--- config.mk ---
export PLATFORM = sky130hd
export DESIGN_NAME = logic2048_line_seq
export DESIGN_NICKNAME = d
export VERILOG_FILES = /design/src/rtl/logic2048_line_seq.sv
export SDC_FILE = /design/constraint.sdc
export NUM_CORES = 1
export LEC_CHECK = 0
export ABC_AREA = 1
export ABC_CLOCK_PERIOD_IN_PS = 5010
export CORE_MARGIN = 3
export CORE_UTILIZATION = 50
export DETAILED_ROUTE_END_ITERATION = 10
export PLACE_DENSITY = 0.73
export SLEW_MARGIN = 20
export SYNTH_ARGS = -nofsm -noshare
export SYNTH_HDL_FRONTEND = slang
export SYNTH_SLANG_ARGS = --single-unit
--- constraint.sdc ---
create_clock -name clk -period 5.01 [get_ports clk]
set_input_delay 0.501 -clock clk [delete_from_list [all_inputs] [get_ports clk]]
set_output_delay 0.501 -clock clk [all_outputs]
set_load 0.02 [all_outputs]
--- src/rtl/logic2048_line_seq.sv ---
// logic2048_line_seq: sequential 2048 line slide/merge engine, one cell per clock
module logic2048_line_seq #(
    parameter int N_CELLS = 4,
    parameter int CELL_W  = 4,
    parameter int SCORE_W = 16
) (
    input  logic                                 clk,
    input  logic                                 rst,
    input  logic                                 start,
    input  logic                                 dir,
    input  logic [N_CELLS*CELL_W-1:0]            line_in,
    output logic                                 busy,
    output logic                                 done,
    output logic [N_CELLS*CELL_W-1:0]            line_out,
    output logic                                 moved,
    output logic [SCORE_W-1:0]                   score_add,
    output logic [$clog2(N_CELLS/2+1)-1:0]       merge_cnt
);
    localparam int AW = $clog2(N_CELLS);
    localparam int IW = AW + 1;
    localparam int MW = $clog2(N_CELLS/2+1);
    typedef logic [N_CELLS-1:0][CELL_W-1:0] line_t;
    typedef enum logic [1:0] {IDLE, SCAN, FLUSH, DONE} state_t;
    state_t state_q, state_d;
    line_t cap_q, cap_d, buf_q, buf_d, lo_q, lo_d;
    logic dir_q, dir_d, pv_q, pv_d, busy_q, busy_d, done_q, done_d, mv_q, mv_d;
    logic [CELL_W-1:0] p_q, p_d, c;
    logic [AW-1:0] k_q, k_d, idx;
    logic [IW-1:0] wp_q, wp_d, wp_step;
    logic [SCORE_W-1:0] acc_q, acc_d, sa_q, sa_d, pow;
    logic [SCORE_W:0] sum;
    logic [MW-1:0] mc_q, mc_d, mo_q, mo_d;
    int e;
    assign idx      = dir_q ? AW'(N_CELLS-1) - k_q : k_q;
    assign c        = cap_q[idx];
    assign wp_step  = dir_q ? wp_q - 1'b1 : wp_q + 1'b1;
    assign busy     = busy_q;
    assign done     = done_q;
    assign line_out = lo_q;
    assign moved    = mv_q;
    assign score_add = sa_q;
    assign merge_cnt = mo_q;
    // state register
    always_ff @(posedge clk)
        state_q <= rst ? IDLE : state_d;
    // next state: one scan cycle per cell, then flush and result
    always_comb begin
        state_d = state_q;
        case (state_q)
            IDLE:    state_d = start ? SCAN : IDLE;
            SCAN:    state_d = (k_q == AW'(N_CELLS-1)) ? FLUSH : SCAN;
            FLUSH:   state_d = DONE;
            default: state_d = IDLE;
        endcase
    end
    // datapath: pending-tile merge into the work buffer, outputs published on done
    always_comb begin
        cap_d  = cap_q;
        buf_d  = buf_q;
        lo_d   = lo_q;
        dir_d  = dir_q;
        pv_d   = pv_q;
        p_d    = p_q;
        k_d    = k_q;
        wp_d   = wp_q;
        acc_d  = acc_q;
        mc_d   = mc_q;
        busy_d = busy_q;
        done_d = 1'b0;
        mv_d   = mv_q;
        sa_d   = sa_q;
        mo_d   = mo_q;
        e      = int'(c) + 1;
        pow    = (e >= SCORE_W) ? '1 : SCORE_W'(1) << e;
        sum    = {1'b0, acc_q} + {1'b0, pow};
        case (state_q)
            IDLE: if (start) begin
                cap_d  = line_in;
                dir_d  = dir;
                buf_d  = '0;
                wp_d   = dir ? IW'(N_CELLS-1) : '0;
                pv_d   = 1'b0;
                k_d    = '0;
                acc_d  = '0;
                mc_d   = '0;
                busy_d = 1'b1;
            end
            SCAN: begin
                k_d = k_q + 1'b1;
                if (c != '0) begin
                    if (pv_q && p_q == c && c != '1) begin
                        buf_d[wp_q[AW-1:0]] = c + 1'b1;
                        wp_d  = wp_step;
                        pv_d  = 1'b0;
                        mc_d  = mc_q + 1'b1;
                        acc_d = sum[SCORE_W] ? '1 : sum[SCORE_W-1:0];
                    end else if (pv_q) begin
                        buf_d[wp_q[AW-1:0]] = p_q;
                        wp_d = wp_step;
                        p_d  = c;
                    end else begin
                        p_d  = c;
                        pv_d = 1'b1;
                    end
                end
            end
            FLUSH: if (pv_q) buf_d[wp_q[AW-1:0]] = p_q;
            default: begin
                busy_d = 1'b0;
                done_d = 1'b1;
                lo_d   = buf_q;
                mv_d   = buf_q != cap_q;
                sa_d   = acc_q;
                mo_d   = mc_q;
            end
        endcase
    end
    // datapath and output registers
    always_ff @(posedge clk) begin
        if (rst) begin
            cap_q  <= '0;
            buf_q  <= '0;
            lo_q   <= '0;
            dir_q  <= 1'b0;
            pv_q   <= 1'b0;
            p_q    <= '0;
            k_q    <= '0;
            wp_q   <= '0;
            acc_q  <= '0;
            mc_q   <= '0;
            busy_q <= 1'b0;
            done_q <= 1'b0;
            mv_q   <= 1'b0;
            sa_q   <= '0;
            mo_q   <= '0;
        end else begin
            cap_q  <= cap_d;
            buf_q  <= buf_d;
            lo_q   <= lo_d;
            dir_q  <= dir_d;
            pv_q   <= pv_d;
            p_q    <= p_d;
            k_q    <= k_d;
            wp_q   <= wp_d;
            acc_q  <= acc_d;
            mc_q   <= mc_d;
            busy_q <= busy_d;
            done_q <= done_d;
            mv_q   <= mv_d;
            sa_q   <= sa_d;
            mo_q   <= mo_d;
        end
    end
endmodule

# After elaboration in Yosys (flattened, before gate mapping)
# Index checks and enable logic that the tools add are counted.
# word_totals
input_bits	20
reg_bits	100
# classes
add_sub_neg	8
shifts	1
order_cmp	4
eq_ne	10
n_mux	39
n_reduce_logical	17
n_bitwise	2
# ops
operator	count
2-to-1 mux 16 bit	8
one-hot mux 16 bit (3 select lines)	1
bitwise mux 16 bit	2
one-hot mux 16 bit (2 select lines)	1
adder 16 x 16 -> 17 bit	1
!= test 16 bit	1
left shift 1 x 5 -> 16 bit (first input constant)	1
2-to-1 mux 3 bit	5
2-to-1 mux 2 bit	6
AND reduction 3 bit	3
binary-select mux 4 bit (select 2 bit)	1
demux 4 bit (select 2 bit)	1
2-to-1 mux 4 bit	2
one-hot mux 2 bit (2 select lines)	2
AND reduction 4 bit	2
< comparator 2 x 3 -> 1 bit (second input constant)	2
2-to-1 mux 1 bit	6
!= test 2 bit (second input constant)	3
one-hot mux 2 bit (3 select lines)	1
one-hot mux 3 bit (2 select lines)	1
AND reduction 2 bit	3
adder 4 x 1 -> 5 bit (second input constant)	1
greater-or-equal comparator 5 bit (second input constant)	1
adder 2 x 1 -> 2 bit (second input constant)	2
other kinds (19)	24

# Logic depth before layout (Yosys ltp)
# logic_depth
ltp_word	12
mapped_depth	28
ltp_nobuf	26

# Worst setup path after synthesis
# No wires, ideal clock.
# synth_path
path_type	reg2reg
from	register dir_q
to	register acc_q[12]
setup_slack_ns	1.058
stages_incl_launch_ff	26
setup_ns	0.058
arrival_time_ns	3.894
period_less_slack_ns	3.952
path_buffers	2
cell_sequence	dfxtp_1 buf_6 inv_4 nand2_1 nand2_1 nand3_1 nand2_1 ha_1 nand3_1 nor2_1 inv_1 buf_1 o21ai_0 ha_1 inv_1 fa_1 inv_1 nand2_1 o21ai_0 a21boi_0 o21ai_0 a21oi_1 or2_2 nand3_1 nand2_1 nand2_1
# synth_between
elab_chain_len	11
elab_cells_between_ends	20
# synth_rtl
item	line_no	source
start, declared	26	logic dir_q, dir_d, pv_q, pv_d, busy_q, busy_d, done_q, done_d, mv_q, mv_d;
start signal, assigned	140	dir_q <= dir_d;
2-to-1 mux 2 bit (*)	34	assign idx = dir_q ? AW'(N_CELLS-1) - k_q : k_q;
binary-select mux 4 bit (select 2 bit) (*)	35	assign c = cap_q[idx];
2-to-1 mux 4 bit (not written as such) (*)	35	
named net c[0]	27	logic [CELL_W-1:0] p_q, p_d, c;
adder 4 x 1 -> 5 bit	73	e = int'(c) + 1;
greater-or-equal comparator 5 bit / left shift 1 x 5 -> 16 bit (equally long branches)	74	pow = (e >= SCORE_W) ? '1 : SCORE_W'(1) << e;
2-to-1 mux 16 bit	74	
adder 16 x 16 -> 17 bit	75	sum = {1'b0, acc_q} + {1'b0, pow};
2-to-1 mux 16 bit	96	acc_d = sum[SCORE_W] ? '1 : sum[SCORE_W-1:0];
2-to-1 mux 16 bit	91	if (pv_q && p_q == c && c != '1) begin
2-to-1 mux 16 bit	90	if (c != '0) begin
one-hot mux 16 bit (2 select lines)	76	case (state_q)
end signal, assigned	129	acc_q <= '0;
end signal, assigned	145	acc_q <= acc_d;
end, declared	30	logic [SCORE_W-1:0] acc_q, acc_d, sa_q, sa_d, pow;
# The timed path passes the listed nets; every way through them passes the cells marked *. The select of a mux whose other input is x is not followed.
# A chain may end at the register's enable or synchronous reset.

# Worst setup path after layout
# Ends and elaborated chain as after synthesis.

==> results.sh <==
export IMPL_mostFrequentLayoutCell="sky130_fd_sc_hd__nand2_1"
export IMPL_synthAdderAreaFrac_pct=6.38
export IMPL_timing_max_slew_rel_slack_pct=39.0
export IMPL_slew_viol_final=0
export IMPL_share_of_cells_above_drive_strength_1_pct=6.35
export IMPL_min_from="buf_q[11]"
export IMPL_number_of_clock_sinks=99
export IMPL_crit_path_end_kind="flop"
export IMPL_core_um2=11100
export IMPL_most_frequent_cells_in_the_layout="213 x sky130_fd_sc_hd__nand2_1, 123 x sky130_fd_sc_hd__o21ai_0, 99 x sky130_fd_sc_hd__dfxtp_1"
export IMPL_cts_tree="built"
export IMPL_antenna_found_initial=0
export IMPL_cp_max_fo=15
export IMPL_r2r_start="dir_q"
export IMPL_final_nets=958
export IMPL_cts_htree_levels=3
export IMPL_route_detailed_drc=0
export IMPL_die_area_um2=12900
export IMPL_worst_ep_required_time_ns=5.31
export IMPL_synth_ff_latch_count=99
export IMPL_io_buffer_count=56
export IMPL_hp_class="flop to flop"
export IMPL_detail_route_wirelength_um=18000
export IMPL_grt_pass1_wl_um=29600
export IMPL_synthDominantAreaCellType="sky130_fd_sc_hd__dfxtp_1"
export IMPL_peakVddDrop_mv=0.209
export IMPL_library_cell_used_as_clock_root_buffer="sky130_fd_sc_hd__clkbuf_16"
export IMPL_first_iter_violations=540
export IMPL_globalRouteTotalUtil_pct=28.6
export IMPL_power_leakage_nw=3.00
export IMPL_clock_insertion_delay_worst_skew_ns=0.35
export IMPL_reg2reg_setup_slack_ns=0.53
export IMPL_fmaxAchievable_mhz=223
export IMPL_antennaDiodeCount=0
export IMPL_critical_path_arrival_ns=4.78
export IMPL_worst_case_reg_to_reg_path_depth=24
export IMPL_period_minus_slack_ns=4.48
export IMPL_result_of_the_run="finished, final reports clean"
export IMPL_synth_nets=915
export IMPL_drt_vias_per_instance=5.63
export IMPL_finalCoreUtilization_pct=60.9
export IMPL_xor_and_xnor_fraction_of_the_mapped_netlist_area_pct=2.84
export IMPL_synthTopCellsByArea="sky130_fd_sc_hd__dfxtp_1 34%, sky130_fd_sc_hd__nand2_1 14%, sky130_fd_sc_hd__o21ai_0 11%"
export IMPL_globalplace_congestion=1.00
export IMPL_timing_hold_violations_final=0
export IMPL_synth_cell_area_um2=5810
export IMPL_netlist_area_leader_share_pct=34.1
export IMPL_synth_compound_gate_area_share_pct=19.9
export IMPL_fin_tns_setup_ns=0
export IMPL_max_cap_viols=0
export IMPL_floorplan_die_width_um=114
export IMPL_via_count_of_the_first_global_routing_pass=5683
export IMPL_clk_buf_depth=2
export IMPL_grt_ovfl_total=0
export IMPL_syn_inst=866
export IMPL_synth_warning_count=0
export IMPL_yosys_most_used_dff="sky130_fd_sc_hd__dfxtp_1"
export IMPL_synth_enable_flop_cells=0
export IMPL_syn_mean_instance_area_um2=6.71
export IMPL_numCtsBuffers=9
export IMPL_async_reset_ff_share_pct=0
export IMPL_initial_core_util_pct=52.4
export IMPL_clock_skew_final_ns=0.00905
export IMPL_drt_pre_antenna_iters=5
export IMPL_vias_post_dr=5937
export IMPL_hpwl_reported_at_the_end_of_detailed_placement_um=13300
export IMPL_number_of_routed_nets_with_antenna_violations=0
export IMPL_worst_setup_hold_path_clk_slew_ns=0.07
export IMPL_synth_seq_area_share_pct=34.1
export IMPL_final_period_util_pct=89.5
export IMPL_synth_top_family_by_area="simple AND/OR/NAND/NOR gates"
export IMPL_io_pins=57
export IMPL_pwr_density_cell_nw_per_um2=296
export IMPL_dieHeight_um=114
export IMPL_min_delay_path_depth=2
export IMPL_setup_viol_count_final=0
export IMPL_timing_rr_end="acc_q[12]"
export IMPL_crit_path_start_kind="flop"
export IMPL_synth_cell_type_count=45
export IMPL_whs_endpoint="buf_q[11]"
export IMPL_drt_wirelength_per_cell_um=17.1
export IMPL_cts_hold_fix_buffers=0
export IMPL_synthToLayoutAreaGrowth_pct=16.1
export IMPL_fraction_of_synthesized_area_in_multiplexers_pct=0
export IMPL_grt_setup_unrepaired="false"
export IMPL_worstMarginPinSlew_ns=0.913
export IMPL_row_count=38
export IMPL_synth_simple_gate_area_share_pct=29.8
export IMPL_worst_setup_path_class="flop to flop"
export IMPL_grt_max_degree=64
-- flip-flops by register name, summed over array words and instances, names as in the netlist --
register   cells
line_out      16
buf_q         16
busy           1
merge_cnt      2
dir_q          1
cap_q         16
done           1
moved          1
p_q            4
k_q            2
score_add     16
wp_q           2
pv_q           1
mc_q           2
acc_q         16
state_q        2
-- cell families after synthesis --
group                      after synthesis
DFF                                     99
xor gates and xnor gates                18
adders and majority gates               29
and+or+nand+nor                        397
buffers and inverters                  102
AOI/OAI and AO/OA                      221
-- per-stage QoR --
stage	worst slack [ns]	instance area, um^2	instances	power [mW]	hold slack, ns
6_report	0.526	6750	1054	1.99	0.494
5_1_grt	0.0617	6750	1054	2.09	0.512
4_1_cts	0.170	6730	1054	1.99	0.491
3_5_place_dp	0.194	6460	1038	1.34	0.477
3_3_place_gp	0.537	6460	1038	1.33	0.463
2_1_floorplan	1.06	5810	866	1.20	0.445
-- per-layer routing --
layer | routed length (um) | GRT usage (%) | vias to the layer above
met5 | 0 | 0 | -
met4 | 766 | 15.1 | 0
met3 | 1180 | 4.14 | 54
met2 | 7860 | 44.4 | 254
met1 | 8180 | 38.6 | 2689
li1 | - | - | 2940
-- what timing repair did --
action,4_1_cts,5_1_grt
endpoints found under the setup margin,0,16
gates resized for setup,0,3
hold endpoints to repair,0,0
buffers inserted,0,0
-- report_power, final --
part,internal (mW),switching [mW],total [mW],leakage (nW)
sequential,0.813,0.0342,0.848,0.803
combinational,0.152,0.335,0.487,2.06
clock,0.342,0.317,0.659,0.131
-- worst max-delay path by stage --
stage,from,to
final,dir_q,acc_q[12]
after global placement,dir_q,acc_q[11]
after floorplan,dir_q,acc_q[12]
after CTS,dir_q,acc_q[2]
after global routing,dir_q,acc_q[12]
after detailed placement,dir_q,acc_q[2]
-- critical path: stages, from the launching register on --
cell and delay (ns):
sky130_fd_sc_hd__dfxtp_1 0.56, sky130_fd_sc_hd__inv_4 0.08, sky130_fd_sc_hd__nand2_4 0.14, sky130_fd_sc_hd__nand2_4 0.10, sky130_fd_sc_hd__nand2_1 0.09, sky130_fd_sc_hd__nand3_2 0.08, sky130_fd_sc_hd__nand2_2 0.19, sky130_fd_sc_hd__ha_1 0.21
sky130_fd_sc_hd__nand3_1 0.11, sky130_fd_sc_hd__nor2_1 0.29, sky130_fd_sc_hd__inv_1 0.25, sky130_fd_sc_hd__o21ai_0 0.15, sky130_fd_sc_hd__ha_1 0.21, sky130_fd_sc_hd__inv_1 0.06, sky130_fd_sc_hd__fa_1 0.36, sky130_fd_sc_hd__inv_1 0.08
sky130_fd_sc_hd__nand2_1 0.07, sky130_fd_sc_hd__o21ai_0 0.28, sky130_fd_sc_hd__a21boi_1 0.20, sky130_fd_sc_hd__o21ai_1 0.30, sky130_fd_sc_hd__a21oi_1 0.14, sky130_fd_sc_hd__or2_2 0.29, sky130_fd_sc_hd__nand3_1 0.07, sky130_fd_sc_hd__nand2_1 0.06
sky130_fd_sc_hd__nand2_1 0.08
-- final cells by class --
class	count	area (um^2)
fill	1017	4330
timing repair buffer	62	606
inverter	72	273
tap	140	175
clock buffer	10	229
multi-input combinational	665	3430
clock inverter	6	48.8
sequential	99	1980
-- synth_stat cells, drive strengths merged (2+ instances only) --
cell	count
nor3	3
dfxtp	99
a21oi	77
buf	9
nand4	3
a21o	2
ha	28
o21ai	124
xnor2	10
clkinv	3
clkbuf	21
nand2	221
o22ai	6
xor2	8
or2	9
inv	69
a211oi	3
nand3	62
nor2	95
Note: power is estimated with default switching activity, not from simulation.
